## config.mk

```make
export PLATFORM = sky130hd
export DESIGN_NAME = cla_serial_adder
export DESIGN_NICKNAME = d
export VERILOG_FILES = /design/src/rtl/cla_serial_adder.sv
export SDC_FILE = /design/constraint.sdc
export NUM_CORES = 1
export LEC_CHECK = 0
export ABC_AREA = 1
export BUFFER_PORTS_ARGS = -buffer_cell sky130_fd_sc_hd__buf_4
export CORE_MARGIN = 2
export CORE_UTILIZATION = 55
export CTS_CLUSTER_SIZE = 25
export DETAILED_ROUTE_END_ITERATION = 10
export PLACE_DENSITY = 0.79
export SLEW_MARGIN = 10
export SYNTH_ARGS = -nofsm -noshare
export SYNTH_HDL_FRONTEND = slang
export SYNTH_SLANG_ARGS = --single-unit
```

## constraint.sdc

```tcl
create_clock -name clk -period 3.1 [get_ports clk]
set_input_delay 0.62 -clock clk [delete_from_list [all_inputs] [get_ports clk]]
set_output_delay 0.62 -clock clk [all_outputs]
set_load 0.05 [all_outputs]
```

## src/rtl/cla_serial_adder.sv

```systemverilog
// -----------------------------------------------------------------------------
// cla_serial_adder
//
// Purpose:
//   Multi-cycle WIDTH-bit adder/subtractor. It reuses a single 4-bit
//   carry-lookahead slice, which is stepped across the operands one nibble
//   per clock, least significant nibble first. A carry register links the
//   nibbles, so the carry ripples across all steps. This trades latency
//   (NIBBLES cycles) for a much smaller adder than a full-width lookahead
//   design.
//
// Ports:
//   clk          rising-edge clock
//   rst_n        asynchronous active-low reset
//   in_valid_i   operand request valid
//   in_ready_o   block can accept a request (high only in IDLE)
//   a_i          operand A
//   b_i          operand B
//   cin_i        carry-in for add; ignored when sub_i=1
//   sub_i        1 selects A-B, 0 selects A+B+cin
//   out_valid_o  result available (high only in DONE)
//   out_ready_i  consumer takes the result
//   sum_o        result
//   cout_o       carry out of the MSB; for subtract, 1 means no borrow
//   ovf_o        two's-complement signed overflow
//
// Every output is either a register or a decode of the state register,
// so there is no combinational path from in_valid_i/out_ready_i to an output.
// -----------------------------------------------------------------------------

// 4-bit carry-lookahead slice. All internal carries are formed directly from
// the generate/propagate terms and the slice carry-in, with no rippling
// inside the slice.
module cla4_slice (
  input  logic [3:0] x_i,
  input  logic [3:0] y_i,
  input  logic       c_i,
  output logic [3:0] s_o,
  output logic       c4_o
);

  logic [3:0] p;
  logic [3:0] g;
  logic       c1;
  logic       c2;
  logic       c3;

  assign p = x_i ^ y_i;
  assign g = x_i & y_i;

  assign c1 = g[0]
            | (p[0] & c_i);

  assign c2 = g[1]
            | (p[1] & g[0])
            | (p[1] & p[0] & c_i);

  assign c3 = g[2]
            | (p[2] & g[1])
            | (p[2] & p[1] & g[0])
            | (p[2] & p[1] & p[0] & c_i);

  assign c4_o = g[3]
              | (p[3] & g[2])
              | (p[3] & p[2] & g[1])
              | (p[3] & p[2] & p[1] & g[0])
              | (p[3] & p[2] & p[1] & p[0] & c_i);

  assign s_o = p ^ {c3, c2, c1, c_i};

endmodule


module cla_serial_adder #(
  parameter int WIDTH = 16
) (
  input  logic             clk,
  input  logic             rst_n,
  input  logic             in_valid_i,
  output logic             in_ready_o,
  input  logic [WIDTH-1:0] a_i,
  input  logic [WIDTH-1:0] b_i,
  input  logic             cin_i,
  input  logic             sub_i,
  output logic             out_valid_o,
  input  logic             out_ready_i,
  output logic [WIDTH-1:0] sum_o,
  output logic             cout_o,
  output logic             ovf_o
);

  localparam int NIBBLES = WIDTH / 4;
  // A single-nibble configuration still needs a 1-bit index register.
  localparam int IDXW    = (NIBBLES > 1) ? $clog2(NIBBLES) : 1;

  typedef enum logic [1:0] {
    IDLE = 2'd0,
    RUN  = 2'd1,
    DONE = 2'd2
  } state_e;

  state_e            state_q;
  state_e            state_d;

  logic [WIDTH-1:0]  a_q;
  logic [WIDTH-1:0]  a_d;
  logic [WIDTH-1:0]  b_q;
  logic [WIDTH-1:0]  b_d;
  logic              carry_q;
  logic              carry_d;
  logic [IDXW-1:0]   idx_q;
  logic [IDXW-1:0]   idx_d;
  logic [WIDTH-1:0]  work_q;
  logic [WIDTH-1:0]  work_d;
  logic [WIDTH-1:0]  sum_q;
  logic [WIDTH-1:0]  sum_d;
  logic              cout_q;
  logic              cout_d;
  logic              ovf_q;
  logic              ovf_d;

  logic [3:0]        slice_x;
  logic [3:0]        slice_y;
  logic [3:0]        slice_s;
  logic              slice_c4;
  logic [WIDTH-1:0]  work_merged;
  logic              last_nibble;

  assign last_nibble = (idx_q == IDXW'(NIBBLES - 1));

  // ---------------------------------------------------------------------------
  // Slice operand selection and result merge
  // ---------------------------------------------------------------------------

  // Pick the current nibble of each operand. A compare-per-nibble mux is used
  // instead of a variable part-select so the index width never has to match
  // the bit-offset arithmetic.
  always_comb begin
    slice_x = '0;
    slice_y = '0;
    for (int n = 0; n < NIBBLES; n++) begin
      if (idx_q == IDXW'(n)) begin
        slice_x = a_q[4*n +: 4];
        slice_y = b_q[4*n +: 4];
      end
    end
  end

  cla4_slice u_slice (
    .x_i  (slice_x),
    .y_i  (slice_y),
    .c_i  (carry_q),
    .s_o  (slice_s),
    .c4_o (slice_c4)
  );

  // Working result with the current slice sum written into nibble idx. On the
  // last step this is the complete result that is loaded into sum_q.
  always_comb begin
    work_merged = work_q;
    for (int n = 0; n < NIBBLES; n++) begin
      if (idx_q == IDXW'(n)) begin
        work_merged[4*n +: 4] = slice_s;
      end
    end
  end

  // ---------------------------------------------------------------------------
  // Controller FSM
  // ---------------------------------------------------------------------------

  always_ff @(posedge clk or negedge rst_n) begin
    if (!rst_n) begin
      state_q <= IDLE;
    end else begin
      state_q <= state_d;
    end
  end

  always_comb begin
    state_d = state_q;
    case (state_q)
      IDLE: begin
        if (in_valid_i) begin
          state_d = RUN;
        end
      end
      RUN: begin
        if (last_nibble) begin
          state_d = DONE;
        end
      end
      DONE: begin
        if (out_ready_i) begin
          state_d = IDLE;
        end
      end
      default: begin
        state_d = IDLE;
      end
    endcase
  end

  always_comb begin
    in_ready_o  = (state_q == IDLE);
    out_valid_o = (state_q == DONE);
  end

  // ---------------------------------------------------------------------------
  // Datapath registers
  // ---------------------------------------------------------------------------

  // Subtraction is A + ~B + 1: B is inverted when it is captured and the carry
  // register is seeded with 1, so the slice itself only ever adds.
  always_comb begin
    a_d     = a_q;
    b_d     = b_q;
    carry_d = carry_q;
    idx_d   = idx_q;
    work_d  = work_q;
    sum_d   = sum_q;
    cout_d  = cout_q;
    ovf_d   = ovf_q;
    case (state_q)
      IDLE: begin
        if (in_valid_i) begin
          a_d     = a_i;
          b_d     = b_i ^ {WIDTH{sub_i}};
          carry_d = sub_i | cin_i;
          idx_d   = '0;
        end
      end
      RUN: begin
        work_d  = work_merged;
        carry_d = slice_c4;
        if (last_nibble) begin
          idx_d  = '0;
          sum_d  = work_merged;
          cout_d = slice_c4;
          // Overflow: operands agree in sign but the result does not. b_q is
          // already inverted for subtract, which is the operand really added.
          ovf_d  = (a_q[WIDTH-1] == b_q[WIDTH-1])
                 & (work_merged[WIDTH-1] != a_q[WIDTH-1]);
        end else begin
          idx_d = idx_q + IDXW'(1);
        end
      end
      default: begin
      end
    endcase
  end

  always_ff @(posedge clk or negedge rst_n) begin
    if (!rst_n) begin
      a_q     <= '0;
      b_q     <= '0;
      carry_q <= 1'b0;
      idx_q   <= '0;
      work_q  <= '0;
      sum_q   <= '0;
      cout_q  <= 1'b0;
      ovf_q   <= 1'b0;
    end else begin
      a_q     <= a_d;
      b_q     <= b_d;
      carry_q <= carry_d;
      idx_q   <= idx_d;
      work_q  <= work_d;
      sum_q   <= sum_d;
      cout_q  <= cout_d;
      ovf_q   <= ovf_d;
    end
  end

  assign sum_o  = sum_q;
  assign cout_o = cout_q;
  assign ovf_o  = ovf_q;

endmodule

```

== Yosys cells after proc, flatten, opt, wreduce, memory -nomap -nowiden ==
Index checks and enable logic that the tools add are counted.

* Flip-flop bits (word level): 71
* ROM bits: 0
* Memory bits (writable): 0
* Memories kept: 0
* Word-level logic and storage cells: 80
* Latch bits: 0

* Divide/modulo/power cells: 0
* Shifts and indexed selects: 0
* Bitwise logic cells: 32
* Order comparisons: 0
* Multiplexer cells: 21
* Multipliers: 0
* Reduce and logical (&&, ||, !) cells: 7
* Eq/ne operators: 10
* Add/sub/neg operators: 1

{| class="wikitable"
|+ Operators by type and width
! operator !! count
|-
| two-way mux 4 bit || 12
|-
| bitwise AND 1 bit || 17
|-
| bitwise XOR 16 bit || 1
|-
| bitwise OR 1 bit || 11
|-
| two-way mux 2 bit || 5
|-
| bitwise XOR 4 bit || 2
|-
| == test 2 bit (second input constant) || 3
|-
| case mux 2 bit (3 select lines) || 1
|-
| AND reduction 2 bit || 3
|-
| bitwise AND 4 bit || 1
|-
| == test 2 x 1 -> 1 bit (second input constant) || 2
|-
| logical NOT 2 bit || 2
|-
| inequality test 2 bit (second input constant) || 2
|-
| case mux 2 bit (2 select lines) || 1
|-
| AND reduction 3 bit || 1
|-
| adder 2 x 1 -> 2 bit (second input constant) || 1
|-
| inequality test 2 x 1 -> 1 bit (second input constant) || 1
|-
| case mux 1 bit (2 select lines) || 1
|-
| nonzero test 2 bit || 1
|-
| == test 1 bit || 1
|-
| two-way mux 1 bit || 1
|-
| inequality test 1 bit || 1
|}

== Logic depth before layout (Yosys ltp) ==
Gate-level depths: netlist of run 1.

* Word-level depth: 14
* Gate-level depth with buffers: 19
* Gate-level depth less buffers: 18

== By module ==
A second synthesis of run 1 with hierarchy kept.

* Cell total of the unflattened synthesis: 429
* Area total of the unflattened synthesis: 3428.3 um^2

{| class="wikitable"
|+ Modules (own cells, without submodules)
! module !! area each (um^2) !! seq. area each (um^2) !! cells an instance !! instances
|-
| cla_serial_adder || 3239.4 || 1701.6 || 398 || 1
|-
| cla4_slice || 188.9 || 0.0 || 31 || 1
|}

== Worst setup path after synthesis of run 1 ==
No wires, ideal clock.

* Path type: register to register
* Start: register idx_q[0]
* End: register work_q[6]
* Setup slack: 0.653 ns
* Buffers on the path: 1
* Period minus slack after synthesis: 2.447 ns
* Library setup time: 0.128 ns
* Stages on the path, launching flop included: 17
* Arrival time: 2.319 ns
* Path through: dfrtp_1 -> inv_1 -> ha_1 -> buf_2 -> inv_1 -> nor2_4 -> nand2_1 -> nand2_1 -> o21ai_0 -> o21ai_0 -> ha_1 -> nand3_1 -> nand3_1 -> xnor2_1 -> nand2_1 -> o21ai_0 -> o21ai_0

* Word-level cells in the longest chain between the ends: 11

{| class="wikitable"
|+ Ends and longest elaborated chain
! item !! line !! text
|-
| start, declared || 111 || <nowiki>logic [IDXW-1:0] idx_q;</nowiki>
|-
| start signal, assigned || 267 || <nowiki>idx_q <= idx_d;</nowiki>
|-
| logical NOT 2 bit || 142 || <nowiki>if (idx_q == IDXW'(n)) begin</nowiki>
|-
| two-way mux 4 bit (4 in a row) || 142 ||
|-
| bitwise XOR 4 bit or bitwise AND 4 bit (tied branches) || 48, 49 ||
|-
| bitwise AND 1 bit (on tied branches) || 55, 56 ||
|-
| bitwise OR 1 bit or bitwise AND 1 bit (tied branches) || 55, 56 ||
|-
| bitwise OR 1 bit || 56 || <nowiki>| (p[1] & p[0] & c_i);</nowiki>
|-
| bitwise XOR 4 bit || 69 || <nowiki>assign s_o = p ^ {c3, c2, c1, c_i};</nowiki>
|-
| two-way mux 4 bit * || 162 || <nowiki>if (idx_q == IDXW'(n)) begin</nowiki>
|-
| end signal, assigned || 268 || <nowiki>work_q <= work_d;</nowiki>
|-
| end, declared || 113 || <nowiki>logic [WIDTH-1:0] work_q;</nowiki>
|}

Mark *: on every way between the ends. The rest lies on a longest branch, timed or not.
A chain may end at the register's enable or synchronous reset.

== Final worst setup path of run 1 ==
* Start: register idx_q[1]
* End: register sum_q[3] (netlist: sum_o[3])

* Word-level cells in the longest chain between the ends: 12

{| class="wikitable"
|+ Ends and longest elaborated chain
! item !! line !! text
|-
| logical NOT 2 bit || 142, 162 ||
|-
| two-way mux 4 bit (4 in a row) || 142 ||
|-
| bitwise XOR 4 bit or bitwise AND 4 bit (tied branches) || 48, 49 ||
|-
| bitwise AND 1 bit (on tied branches) || 59, 60, 61 ||
|-
| bitwise OR 1 bit (tied with other cells) || 59 || <nowiki>| (p[2] & g[1])</nowiki>
|-
| bitwise OR 1 bit or bitwise AND 1 bit (tied branches) || 60, 61 ||
|-
| bitwise OR 1 bit || 61 || <nowiki>| (p[2] & p[1] & p[0] & c_i);</nowiki>
|-
| bitwise XOR 4 bit || 69 ||
|-
| two-way mux 4 bit || 162 ||
|-
| end signal, assigned || 269 || <nowiki>sum_q <= sum_d;</nowiki>
|-
| end, declared || 115 || <nowiki>logic [WIDTH-1:0] sum_q;</nowiki>
|}

Parallel ways exist; a longest one is shown, timed or not.

==> flow_summary.yaml, run 1 <==
run_status:
  status: "finished, final reports clean"
clock_network:
  clk_latency_ns: 0.35
  cts_buffers: 9
  clock-sinks: 68
  cts.clk_slew.worst_paths_ns: 0.07
  cts_tree: "yes"
  clk_path_buf_depth: 2
  cts_htree_levels: 3
  ctsHoldBuffers: 0
  clock-root-buffer: "clkbuf_8"
yosys:
  syn-cell-area_sq_um: 3297
  syn_inst: 389
  ys_seq_area_share_pct: 51.61
  synth_top_area_share_pct: 51.61
  avgSynthCellArea_sq_um: 8.475
  synth_top_cell_by_area: "dfrtp_1"
  syn_nets: 436
  synth_area_leaders: "dfrtp_1 52%, nand2_1 17%, o21ai_0 7.4%"
  ys_seq_elements: 68
  yosysWarnings: 0
  synth_cell_types: 27
global_route:
  grt_pass1_wl_microns: 11230
  grtUsageTotal_pct: 22.42
  first_global_vias: 2482
  antenna_found_initial: 0
  grt_max_degree: 69
  gr-total-overflow: 0
layout:
  drive_gt1_share_pct: 17.67
  num_antenna_cells: 0
  nets: 489
  fin_area_sq_um: 3915
  layout_commonest_cell: "nand2_1"
  n_fill_cell: 497
  area.growth.synth_to_final_pct: 18.75
  final_cell_mix: "148 x nand2_1, 68 x dfrtp_1, 61 x buf_4"
timing:
  fin_skew_ns: 0.008330
  fin_hold_ws_ns: 0.3744
  fmax_mhz: 357.3
  worst_pin_slew_ns: 0.8368
  setup_viol: 0
  finalHoldViolCount: 0
  finalMaxSlewViolations: 0
  rsz0062_at_grt: "false"
  finalSetupTns_ns: 0
  fin_crit_ns: 2.798
  relSlewSlack_pct: 44.21
  period_share_pct: 90.27
critical_path:
  slowest_stage: "ha_1"
  cpPeakStageDelay_ns: 0.46
  arrival_ns: 3.02
  rr_worst_depth: 15
  critPathMaxFanout: 12
  startpoint_type: "register"
  cp_cell_sequence: "inv_1 > ha_1 > nor2_4 > a22oi_1 > nand2_1 > o21ai_0 > a21oi_1 > ha_1 > or2_0 > nand2_1 > nand2_1 > nand2_1 > nand3_1 > o21ai_1 > o21ai_1"
  crit_family: "simple AND/OR/NAND/NOR gates"
  end_kind: "register"
  crit_start: "idx_q[1]"
  crit_buf_inv: 1
  cp_num_cells: 15
  r2r_start: "idx_q[1]"
  required_ns: 3.32
  crit_type: "reg -> reg"
  cpMostUsedCell: "nand2_1"
die:
  die_h_microns: 81.43
  initial_core_util_pct: 56.35
  rows: 28
  die_w_microns: 81.43
  dieArea_sq_um: 6630
  ios: 58
  core_sq_um: 5851
routing:
  via_per_inst: 5.084
  drt-total-wl_microns: 6642
  ant_nets: 0
  wire_per_inst_microns: 12.72
  drc: 0
  vias: 2654
  detail_route.iter0.violations: 174
  dr.pass1.iters: 6
placed_design:
  dp_hpwl_microns: 4727
  gp_congestion: 0.8263
  portBuffers: 57
  placed_cell_area_sq_um: 3737
power:
  vdd_drop_max_uv: 638.6
  p_per_area_nw_per_um2: 1267
  power.leakage_uw: 0.001996
job:
  cap_viol_max_count: 0
min_path:
  min-delay-path-class: "in -> async"
-- repair_timing --
item                       CTS  global route
setup endpoints to repair    0             5
gates resized for setup      0             1
setup buffers                0             0
-- cell type report --
class	count	area [sq um]	area share (%)
flip-flops and latches	68	1702	43.46
inverters	20	77.57	1.981
repair buffers	61	457.9	11.70
clock buffers	14	142.6	3.643
well taps	75	93.84	2.397
clock inverters	2	35.03	0.8949
multi-input cells	282	1406	35.92
-- Yosys cell counts --
cell,number
nor2_1,8
nand2_2,1
dfrtp_1,68
buf_4,4
o31ai_1,1
buf_2,8
fa_1,1
or2_1,2
nor2_8,1
o211ai_1,2
inv_1,16
inv_4,1
nand3_1,14
nand4_1,1
nor2_4,1
or2_0,1
a22oi_1,5
buf_6,2
o21ai_1,14
a21oi_1,7
inv_2,3
a22o_1,1
clkbuf_1,5
o21ai_0,49
nand2_1,148
xnor2_1,17
ha_1,8
-- state kept, by name (all words and copies together) (netlist names) --
register / flops
carry_q: 1
ovf_o: 1
a_q: 16
sum_o: 16
work_q: 13
b_q: 16
state_q: 2
cout_o: 1
idx_q: 2
-- logic make-up (layout without fill, tap and decap cells) --
logic type / after synthesis / after routing / synth area share [%]
and+or+nand+nor: 177 / 177 / 21.78
AOI/OAI and AO/OA: 79 / 79 / 12.71
DFF: 68 / 68 / 51.61
buffers and inverters: 39 / 97 / 5.731
xor gates and xnor gates: 17 / 17 / 4.516
adders and majority gates: 9 / 9 / 3.643
-- final timing paths --
| kind | endpoint | slack (ns) |
|---|---|---|
| setup reg to reg | sum_o[3] | 0.30 |
| setup / recovery | sum_o[3] | 0.30 |
| hold reg to reg | sum_o[12] | 0.48 |
| min in group clk | state_q[1] | 0.45 |
| max in group asynchronous | a_q[2] | 2.17 |
| hold / removal | sum_o[5] | 0.37 |
-- per-layer routing --
layer  GRT usage (%)  vias to the layer above  wire length (microns)
li1                -                     1361                      -
met1           30.58                     1217                   3195
met2           33.61                       65                   3000
met3           7.692                       11                    350
met4           7.627                        0                     95
met5               0                        -                      0
-- stage by stage --
stage	utilization (%)	worst slack, ns	total power, uW	cells
3_3_place_gp	63.88	0.4017	4200	506
6_report	66.92	0.3016	4961	522
5_1_grt	66.92	0.02456	5450	522
3_5_place_dp	63.88	0.2582	4298	506
4_1_cts	66.92	0.2626	5001	522
2_1_floorplan	-	0.6529	3605	389
-- report_power, final --
group          switching [uW]  internal [uW]  leakage [uW]
registers                 253           1310      0.000853
logic                    1790            918       0.00105
clock network             312            372     0.0000887
Power figures use the tool's default switching activity.
==> run 2, diff against run 1 <==
Settings changed: PLACE_DENSITY 0.79 to unset, PLACE_DENSITY_LB_ADDON set to 0.25, SETUP_SLACK_MARGIN set to 0.15.
==> run 2 against run 1 <==
  * Maximum frequency is 4.5% higher
  * Utilization rose by 0.60 points
  * Via count rose by 1.1%
  * Count of clock-buffer cells in the layout down 2
  * Critical path type unchanged
  * Largest cell class unchanged
==> flow_summary.yaml, run 2 (same netlist as run 1, synthesis figures left out) <==
critical_path:
  r2r_slack_ns: 0.42
  crit_type: "reg -> reg"
  arrival_ns: 2.88
  crit_buf_inv: 2
  end_kind: "register"
  cpMostUsedCell: "o21ai_0"
  startpoint_type: "register"
  required_ns: 3.31
  cpPeakStageDelay_ns: 0.43
  critPathMaxFanout: 7
  crit_family: "compound AO/OA/AOI/OAI gates"
  cp_cell_sequence: "inv_1 > ha_1 > inv_1 > nor2_4 > nand2_1 > nand2_1 > o21ai_0 > o21ai_0 > ha_1 > nand3_1 > nand3_1 > xnor2_2 > nand2_1 > o21ai_0 > o21ai_0"
  slowest_stage: "dfrtp_1"
layout:
  n_fill_cell: 502
  layout_commonest_cell: "nand2_1"
  nets: 490
  seq_area_sq_um: 1702
  drive_gt1_share_pct: 19.87
  num_antenna_cells: 0
  fin_util_pct: 67.52
  final_cell_mix: "148 x nand2_1, 68 x dfrtp_1, 62 x buf_4"
  area.growth.synth_to_final_pct: 19.81
  multi_input_area_sq_um: 1424
  fin_area_sq_um: 3950
power:
  power_uw: 5029
  power.leakage_uw: 0.002014
  p_per_area_nw_per_um2: 1273
  vdd_drop_max_uv: 604.0
timing:
  finalSetupTns_ns: 0
  setup_viol: 0
  rsz0062_at_grt: "false"
  finalMaxSlewViolations: 0
  relSlewSlack_pct: 44.54
  fmax_mhz: 373.6
  worst_pin_slew_ns: 0.8319
  finalHoldViolCount: 0
  fin_skew_ns: 0.006324
  fin_crit_ns: 2.677
  period_share_pct: 86.34
run_status:
  status: "finished, final reports clean"
job:
  cap_viol_max_count: 0
placed_design:
  gp_congestion: 0.8507
  portBuffers: 57
  dp_hpwl_microns: 4837
  placed_cell_area_sq_um: 3737
clock_network:
  cts.clk_slew.worst_paths_ns: 0.07
  clock-sinks: 68
  cts_htree_levels: 3
  cts_buffers: 9
  ctsHoldBuffers: 0
  clk_latency_ns: 0.34
  clk_path_buf_depth: 2
  clock-root-buffer: "clkbuf_8"
  cts_tree: "yes"
global_route:
  gr-total-overflow: 0
  grt_pass1_wl_microns: 11270
  antenna_found_initial: 0
  first_global_vias: 2427
  grtUsageTotal_pct: 22.37
  grt_max_degree: 69
routing:
  via_per_inst: 5.130
  detail_route.iter0.violations: 195
  wire_per_inst_microns: 12.83
  dr.pass1.iters: 4
  vias: 2683
  ant_nets: 0
  drt-total-wl_microns: 6710
  drc: 0
die:
  ios: 58
  rows: 28
  dieArea_sq_um: 6630
  initial_core_util_pct: 56.35
  core_sq_um: 5851
  die_h_microns: 81.43
  die_w_microns: 81.43
min_path:
  min-delay-path-class: "in -> async"
==> run 2: cell type report <==
cell class	instances	area share [%]
multi-input cells	282	36.05
well taps	75	2.376
clock inverters	4	0.5702
inverters	20	1.964
repair buffers	62	11.78
clock buffers	12	4.181
flip-flops and latches	68	43.08
==> run 2: metrics by stage <==
step                cells  hold WS (ns)  setup slack, ns
finish                523        0.3602           0.4233
global route          523        0.4360           0.1613
CTS                   522        0.4093           0.2466
detailed placement    506        0.4612           0.2395
global placement      506        0.4546           0.3522
floorplan             389        0.3244           0.6529
==> run 2: final timing paths <==
check / start / endpoint / depth (start not counted)
setup / recovery: idx_q[0] / work_q[10] / 15
hold / removal: rst_n / work_q[9] / 1
setup reg to reg: idx_q[0] / work_q[10] / 15
hold reg to reg: sum_o[0] / sum_o[0] / 2
max in group asynchronous: rst_n / work_q[8] / 1
min in group clk: out_ready_i / state_q[1] / 2
==> run 2: what timing repair did <==
action | 4_1_cts | 5_1_grt
buffers inserted | 0 | 1
endpoints found under the setup margin | 0 | 19
resized for setup | 0 | 4
==> run 2: report_power, final <==
part / total [uW] / internal (uW) / switching (uW)
clock network: 677 / 352 / 326
registers: 1570 / 1310 / 254
logic: 2790 / 968 / 1820
==> run 2: per-layer routing <==
metal	vias to the layer above	GRT usage, %	routed length, microns
li1	1358	-	-
met1	1251	30.78	3042
met2	66	34.59	3225
met3	8	6.044	353
met4	0	7.288	89
met5	-	0	0
